**src/rtl/range_scan_if.sv**
```systemverilog
// Result port of range_scan: valid/ready handshake carrying the scan summary.
interface range_scan_if #(
  parameter int RAM_ADDR_BITS = 4
);
  logic                      res_valid;
  logic                      res_ready;
  logic [15:0]               max_count;
  logic [31:0]               max_n;
  logic [15:0]               min_count;
  logic [16+RAM_ADDR_BITS-1:0] sum_count;
  logic                      timeout;

  modport master (
    output res_valid, max_count, max_n, min_count, sum_count, timeout,
    input  res_ready
  );

  modport slave (
    input  res_valid, max_count, max_n, min_count, sum_count, timeout,
    output res_ready
  );
endinterface

```
**src/rtl/range_scan.sv**
```systemverilog
// Launches the `range` Collatz block, streams its count RAM and reduces it to max/argmax/min/sum.
// Optional WAIT watchdog enabled by defining SCAN_TIMEOUT_EN.
module range_scan #(
  parameter int RAM_WORDS      = 16,
  parameter int RAM_ADDR_BITS  = 4,
  parameter int TIMEOUT_CYCLES = 1000000
) (
  input  logic                clk,
  input  logic                rst_n,
  input  logic                req,
  input  logic [31:0]         base,
  output logic                busy,
  range_scan_if.master        res,
  output logic                r_go,
  output logic [31:0]         r_start,
  input  logic                r_done,
  input  logic [15:0]         r_count
);

  localparam int SUM_W = 16 + RAM_ADDR_BITS;

  if ($clog2(RAM_WORDS) != RAM_ADDR_BITS || TIMEOUT_CYCLES < 2) begin : g_bad_params
    $error("range_scan: inconsistent RAM_WORDS/RAM_ADDR_BITS or TIMEOUT_CYCLES < 2");
  end

  typedef enum logic [2:0] {S_IDLE, S_LAUNCH, S_WAIT, S_READ, S_DRAIN, S_HOLD} state_t;

  state_t                    state, state_d;
  logic [31:0]               base_q;
  logic [RAM_ADDR_BITS-1:0]  addr;
  logic [RAM_ADDR_BITS-1:0]  rd_addr;
  logic                      rd_valid;
  logic                      first_wait;
  logic [15:0]               max_q;
  logic [15:0]               min_q;
  logic [SUM_W-1:0]          sum_q;
  logic [31:0]               max_n_q;
  logic                      timeout_q;
  logic                      wait_expired;

`ifdef SCAN_TIMEOUT_EN
  localparam int WAIT_W = $clog2(TIMEOUT_CYCLES + 1);
  logic [WAIT_W-1:0] wait_cnt;

  always_ff @(posedge clk) begin
    if (!rst_n || state != S_WAIT) wait_cnt <= '0;
    else                           wait_cnt <= wait_cnt + 1'b1;
  end

  assign wait_expired = (wait_cnt == WAIT_W'(TIMEOUT_CYCLES - 1));
`else
  assign wait_expired = 1'b0;
`endif

  always_comb begin
    state_d = state;
    case (state)
      S_IDLE:   if (req) state_d = S_LAUNCH;
      S_LAUNCH: state_d = S_WAIT;
      // done seen in the first WAIT cycle is left over from the previous run
      S_WAIT: begin
        if (!first_wait && r_done) state_d = S_READ;
        else if (wait_expired)     state_d = S_HOLD;
      end
      S_READ:   if (addr == RAM_ADDR_BITS'(RAM_WORDS - 1)) state_d = S_DRAIN;
      S_DRAIN:  state_d = S_HOLD;
      S_HOLD:   if (res.res_ready) state_d = S_IDLE;
      default:  state_d = S_IDLE;
    endcase
  end

  always_comb begin
    busy          = (state != S_IDLE);
    r_go          = (state == S_LAUNCH);
    r_start       = base_q;
    if (state == S_READ) r_start = {base_q[31:RAM_ADDR_BITS], addr};
    res.res_valid = (state == S_HOLD);
    res.max_count = max_q;
    res.max_n     = max_n_q;
    res.min_count = min_q;
    res.sum_count = sum_q;
    res.timeout   = timeout_q;
  end

  always_ff @(posedge clk) begin
    if (!rst_n) begin
      state      <= S_IDLE;
      base_q     <= '0;
      addr       <= '0;
      rd_addr    <= '0;
      rd_valid   <= 1'b0;
      first_wait <= 1'b0;
      max_q      <= '0;
      min_q      <= '0;
      sum_q      <= '0;
      max_n_q    <= '0;
      timeout_q  <= 1'b0;
    end else begin
      state    <= state_d;
      rd_valid <= (state == S_READ);
      rd_addr  <= addr;
      case (state)
        S_IDLE: if (req) base_q <= base;
        S_LAUNCH: begin
          max_q      <= '0;
          min_q      <= '1;
          sum_q      <= '0;
          max_n_q    <= base_q;
          addr       <= '0;
          first_wait <= 1'b1;
        end
        S_WAIT: begin
          first_wait <= 1'b0;
          if (state_d == S_HOLD) begin
            max_q     <= '0;
            min_q     <= '0;
            sum_q     <= '0;
            max_n_q   <= '0;
            timeout_q <= 1'b1;
          end
        end
        S_READ: addr <= addr + 1'b1;
        S_HOLD: if (res.res_ready) timeout_q <= 1'b0;
        default: ;
      endcase
      // RAM read is registered: data arriving now belongs to last cycle's address
      if (rd_valid) begin
        sum_q <= sum_q + SUM_W'(r_count);
        if (r_count > max_q) begin
          max_q   <= r_count;
          max_n_q <= base_q + 32'(rd_addr);
        end
        if (r_count < min_q) min_q <= r_count;
      end
    end
  end

endmodule

```
**src/flat_wrapper.sv**
```systemverilog
// flat-port wrapper written by rule: the top's interface ports become plain ports
module range_scan_flat 
#(
  parameter int RAM_WORDS      = 16,
  parameter int RAM_ADDR_BITS  = 4,
  parameter int TIMEOUT_CYCLES = 1000000
)
  (clk, rst_n, req, base, busy, r_go, r_start, r_done, r_count, res_res_valid, res_max_count, res_max_n, res_min_count, res_sum_count, res_timeout, res_res_ready);
  range_scan_if #(.RAM_ADDR_BITS(RAM_ADDR_BITS)) res_i ();
  input  logic clk;
  input  logic rst_n;
  input  logic req;
  input  logic [31:0] base;
  output logic busy;
  output logic r_go;
  output logic [31:0] r_start;
  input  logic r_done;
  input  logic [15:0] r_count;
  output wire logic [$bits(res_i.res_valid)-1:0] res_res_valid;
  output wire logic [$bits(res_i.max_count)-1:0] res_max_count;
  output wire logic [$bits(res_i.max_n)-1:0] res_max_n;
  output wire logic [$bits(res_i.min_count)-1:0] res_min_count;
  output wire logic [$bits(res_i.sum_count)-1:0] res_sum_count;
  output wire logic [$bits(res_i.timeout)-1:0] res_timeout;
  input wire logic [$bits(res_i.res_ready)-1:0] res_res_ready;
  assign res_res_valid = res_i.res_valid;
  assign res_max_count = res_i.max_count;
  assign res_max_n = res_i.max_n;
  assign res_min_count = res_i.min_count;
  assign res_sum_count = res_i.sum_count;
  assign res_timeout = res_i.timeout;
  assign res_i.res_ready = res_res_ready;
  range_scan #(.RAM_WORDS(RAM_WORDS), .RAM_ADDR_BITS(RAM_ADDR_BITS), .TIMEOUT_CYCLES(TIMEOUT_CYCLES)) u_core (.clk(clk), .rst_n(rst_n), .req(req), .base(base), .busy(busy), .res(res_i), .r_go(r_go), .r_start(r_start), .r_done(r_done), .r_count(r_count));
endmodule
```
**config.mk**
```make
export PLATFORM = sky130hd
export DESIGN_NAME = range_scan_flat
export DESIGN_NICKNAME = d
export VERILOG_FILES = /design/src/rtl/range_scan_if.sv /design/src/rtl/range_scan.sv /design/src/flat_wrapper.sv
export SDC_FILE = /design/constraint.sdc
export NUM_CORES = 1
export LEC_CHECK = 0
export ABC_AREA = 1
export BUFFER_PORTS_ARGS = -buffer_cell sky130_fd_sc_hd__buf_2
export CAP_MARGIN = 40
export CELL_PAD_IN_SITES_DETAIL_PLACEMENT = 1
export CELL_PAD_IN_SITES_GLOBAL_PLACEMENT = 1
export CORE_ASPECT_RATIO = 0.7
export CORE_UTILIZATION = 40
export CTS_BUF_LIST = sky130_fd_sc_hd__clkbuf_4 sky130_fd_sc_hd__clkbuf_8
export CTS_CLUSTER_DIAMETER = 200
export DETAILED_ROUTE_END_ITERATION = 7
export GPL_TIMING_DRIVEN = 0
export PLACE_DENSITY_LB_ADDON = 0.1
export SYNTH_ARGS = -nofsm -noshare
export SYNTH_HDL_FRONTEND = slang
export SYNTH_SLANG_ARGS = --single-unit
```
**constraint.sdc**
```tcl
create_clock -name clk -period 2.2 [get_ports clk]
set_input_delay 0.33 -clock clk [delete_from_list [all_inputs] [get_ports clk]]
set_output_delay 0.33 -clock clk [all_outputs]
set_load 0.01 [all_outputs]
```
---- Yosys cells after proc, flatten, opt, wreduce, memory -nomap -nowiden ----
Index checks and enable logic that the tools add are counted.
storage, ports and cells
  register bits ........................... 130
  bits of input ports ..................... 53
  output and inout port bits .............. 120
  word-level logic and storage cells ...... 63
operators by class
  $add $sub $neg .......................... 3
  order comparisons ....................... 2
  equality and inequality tests ........... 10
  mux-type cells .......................... 26
  reductions and logical operators ........ 11
operator list
  cell                                                    number
  two-way mux 16 bit                                      6
  two-way mux 32 bit                                      3
  case mux 16 bit (2 select lines)                        2
  case mux 32 bit (2 select lines)                        1
  two-way mux 20 bit                                      2
  case mux 20 bit (2 select lines)                        1
  adder 32 x 4 -> 32 bit                                  1
  adder 20 x 16 -> 20 bit                                 1
  case mux 3 bit (6 select lines)                         1
  > comparator 16 bit                                     1
  less-than comparator 16 bit                             1
  two-way mux 3 bit                                       4
  == test 3 bit (second input constant)                   3
  case mux 4 bit (2 select lines)                         1
  == test 3 x 2 -> 1 bit (second input constant)          2
  nonzero test 2 bit                                      3
  nonzero test 3 bit                                      2
  adder 4 x 1 -> 4 bit (second input constant)            1
  == test 4 bit (second input constant)                   1
  two-way mux 4 bit                                       1
  inequality test 2 x 1 -> 1 bit (second input constant)  2
  case mux 1 bit (2 select lines)                         2
  AND reduction 2 bit                                     2
  == test 3 x 1 -> 1 bit (second input constant)          1
  other kinds (6)                                         7

---- Longest topological paths before layout ----
  depth after elaboration ................. 9
  mapped depth ............................ 15
  gate-level depth less buffers ........... 15

---- Worst setup path before layout ----
OpenSTA, ideal clock, no wires.
  path kind ............................... reg2reg
  from .................................... register u_core.base_q[0]
  to ...................................... register u_core.max_n_q[30] (netlist: u_core.res.max_n[30])
  arrival ................................. 1780 ps
  data required time ...................... 2089 ps
  setup slack ............................. 308 ps
  cell stages (with the launch flop) ...... 12
  cell sequence ........................... dfxtp_1 -> ha_1 -> inv_1 -> fa_1 -> o21ai_4 -> nand2_1 -> nor2_2 -> nand2_1 -> o21ai_1 -> nand2_1 -> nor2_1 -> nor2_1
on the way
  longest elaborated chain between the ends .. 3
RTL lines
  element                 RTL line           text
  from (decl)             range_scan.sv:29   logic [31:0] base_q;
  from (signal assigned)  range_scan.sv:103  S_IDLE: if (req) base_q <= base;
  adder 32 x 4 -> 32 bit  range_scan.sv:131  max_n_q <= base_q + 32'(rd_addr);
  two-way mux 32 bit      range_scan.sv:129  if (r_count > max_q) begin
  two-way mux 32 bit      range_scan.sv:127  if (rd_valid) begin
  to (signal assigned)    range_scan.sv:108  max_n_q <= base_q;
  to (signal assigned)    range_scan.sv:131
  to (decl)               range_scan.sv:37   logic [31:0] max_n_q;
No other way between the ends.
A chain may end at the register's enable or synchronous reset.

---- Worst setup path in the final report ----
  from .................................... register u_core.base_q[0]
  to ...................................... register u_core.max_n_q[22] (netlist: u_core.res.max_n[22])
The elaborated chain is that of the path after synthesis.

==> out/metrics.csv <==
stage,metric,value,unit
outcome,status,"complete, but fails checks",
outcome,violated checks,setup timing,
power,Leakage Power,4.89,nW
route,drt initial violations,712,
layout,FF+latch area,2610,µm²
setup_path,FF-to-FF path depth,12,
synth,Synth Cell Area,8330,µm²
route,DRC Markers,0,
timing,final hold violations,0,
setup_path,kind of critical path,flip-flop to flip-flop,
clock_network,root buf cell,clkbuf_8,
die,die area,21400,µm²
timing,Worst Slack Setup Final,-0.0401,ns
clock_network,Longest Clk Path Bufs,2,
clock_network,clock sinks,130,
synth,Synth top cells by count,"nand2_1, a21oi_1, dfxtp_1",
clock_network,CTS buffer count,17,
setup_path,Setup crit start,u_core.base_q[0],
setup_path,crit-path leading delay family,simple AND/OR/NAND/NOR gates,
layout,synth-to-layout area growth,23.4,%
layout,# diodes,0,
setup_path,"most used cell, CP",nand2_2,
power,P per Cell Area,671,nW/µm²
timing,Tcrit/Tclk final,1.02,
placement,# port buffers,172,
timing,Max Transition Viols Final,0,
global_route,initial antenna violation count,0,
synth,most numerous cell in the Yosys netlist,nand2_1,
synth,yosys warns,0,
synth,Gate Count Post-Synth,1245,
setup_path,R2R Path Start,u_core.base_q[0],
setup_path,crit-path max FO,4,
timing,relative slew slack,0.509,
timing,Setup-failing EPs final,5,
route,drt pass-1 iters,5,
clock_network,clk slew on worst S/H paths,0.09,ns
synth,Mapped Nets,1352,
setup_path,worst path cell trace,ha_4 > inv_2 > fa_2 > o21ai_4 > nand2_2 > nor2_4 > buf_6 > nand3_4 > nand2_2 > nand3_2 > nand2_1 > nor2_1,
hold_path,min-delay src,base[12],
setup_path,crit end category,flip-flop,
synth,Synth top area share,0.312,
setup_path,FF-to-FF End,u_core.res.max_n[22],
setup_path,FF-to-FF setup slack,-0.04,ns
setup_path,"Req. time, crit path",2.59,ns
synth,synthesized flop and latch total,130,
synth,Main synth FF type,dfxtp_1,
synth,asr flop ratio synth,0,
die,Starting Density,0.414,
route,wire per inst,19.5,µm
timing,Final min period,2.24,ns
layout,number of fill cells in the layout,2752,
die,die height,123,µm
global_route,gr usage total,0.309,
timing,Worst-Margin Slew,0.737,ns
setup_path,Bufs and invs on worst path,2,
hold_path,Worst Hold Depth,3,
placement,DP Worst Slack,-0.271,ns
placement,HPWL after detailed placement,25200,µm
synth,average cell area after synthesis,6.69,µm²
flow_run,max cap viols,0,
synth,Cell variety after synth,48,
synth,"EDFF count, synth",0,
timing,RSZ-0062 raised after global routing,true,
setup_path,CP Launch Type,flip-flop,
synth,post-synth top area cell,dfxtp_1,
global_route,largest net degree at the start of global routing,17,
die,Die X,174,µm
layout,Util after Layout,0.511,
global_route,first-pass GRT wire length,50400,µm
clock_network,CTS tree,done,
timing,Max Clock Skew,0.0204,ns
route,DR vias,9459,
layout,area of the multi-input gates,4940,µm²
synth,sequential fraction of the synthesis area,0.312,
die,Core Area,20100,µm²
global_route,GRT Residual Overflow,0,
power,total power,6.90,mW
layout,Layout Nets,1555,
die,# rows,43,
setup_path,CP max-delay cell,fa_2,
route,vias per inst,5.46,
route,final wirelength,33700,µm
hold_path,Worst Hold End,u_core.base_q[12],
synth,Synth area leaders,"dfxtp_1, nand2_1, a21oi_1",
clock_network,later-pin clock latency in the skew report,0.49,ns
setup_path,WP data arrival,2.63,ns
hold_path,Hold Path Class,primary input to flip-flop,
global_route,vias in the first global route,9173,
timing,Max Fclk,446,MHz
route,Final ANT Viol Nets,0,
die,I/O pin total,173,
setup_path,"slowest stage delay, CP",0.42,ns
clock_network,H-Tree Depth,4,
layout,layout cells sized above 1,0.244,
power,worst vdd ir,0.000291,V
timing,TNS Setup,-0.130,ns
placement,Placer Congestion,0.945,
## report_power, final
| group | switching (mW) | internal, mW |
|---|---|---|
| combinational | 1.20 | 0.701 |
| sequential | 0.184 | 2.55 |
| clock | 1.18 | 1.08 |
| total | 2.56 | 4.33 |
## stage by stage
step                hold WS, ns  instance area, µm²  instances
floorplan                 0.433                8330       1245
global placement          0.441                9530       1687
detailed placement        0.450                9530       1687
CTS                      0.0925               10000       1724
global route              0.115               10300       1731
finish                    0.102               10300       1731
## cell families after synthesis
group / after synthesis / share of synthesized area
mux: 2 / 0.00240
xor+xnor: 12 / 0.0126
compound gates: 305 / 0.196
flops: 130 / 0.312
simple gates: 534 / 0.279
fa+ha+maj: 54 / 0.0829
buf+inv: 208 / 0.114
## state kept, by name (all words and copies together), names as in the netlist
name,cells
u_core.res.sum_count,20
u_core.base_q,32
u_core.res.min_count,16
u_core.res.max_n,32
u_core.res.timeout,1
u_core.res.max_count,16
u_core.first_wait,1
u_core.rd_valid,1
u_core.rd_addr,4
u_core.addr,4
u_core.state,3
## layout make-up
type                       instances  area share
buffer                            80      0.0493
tap                              270      0.0329
multi-input combinational        907       0.481
clock inverter                    13      0.0145
timing repair buffer             185      0.0965
clock buffer                      19      0.0254
inverter                         127      0.0467
sequential                       130       0.254
## worst register-to-register path, cell delays in order, from the launching register on
cell     delay, ns
dfxtp_2       0.36
ha_4          0.15
inv_2         0.04
fa_2          0.42
o21ai_4       0.30
nand2_2       0.15
nor2_4        0.24
buf_6         0.15
nand3_4       0.05
nand2_2       0.08
nand3_2       0.08
nand2_1       0.07
nor2_1        0.05
## how the worst max path moves through the flow
stage,cells after the start,slack [ns],endpoint
floorplan,11,0.31,u_core.res.max_n[30]
global route,12,-0.09,u_core.res.max_n[22]
CTS,4,0.002,res_res_valid
finish,12,-0.04,u_core.res.max_n[22]
global placement,11,-0.24,u_core.res.max_n[30]
detailed placement,11,-0.27,u_core.res.max_n[30]
## cell usage in the layout, fill, tap and decap left out, types with 17 or more instances in the layout
master	Yosys	routed
o21ai_0	113	108
dfxtp_1	130	126
clkbuf_1	24	21
clkbuf_8	0	19
a21oi_1	152	150
nand2_1	312	305
nand3_1	62	59
nor2_1	89	84
buf_2	19	186
inv_1	116	114
buf_4	32	39
ha_1	52	50
nor3_1	19	17
## routing by layer
metal,wire length [µm],part of all wire,GRT usage,vias up
met2,14300,0.42,0.457,336
li1,-,-,-,4495
met1,16700,0.50,0.457,4595
met3,2350,0.070,0.0570,33
met5,0,0,0,-
met4,321,0.0095,0.0751,0
## repair_timing
item,in CTS,in global routing
endpoints found under the setup margin,21,56
gates cloned,0,1
gates resized for setup,10,62
setup buffers,5,7
hold buffers,0,0
pin swaps,3,17
No activity file was read; power rests on OpenSTA's default activity.
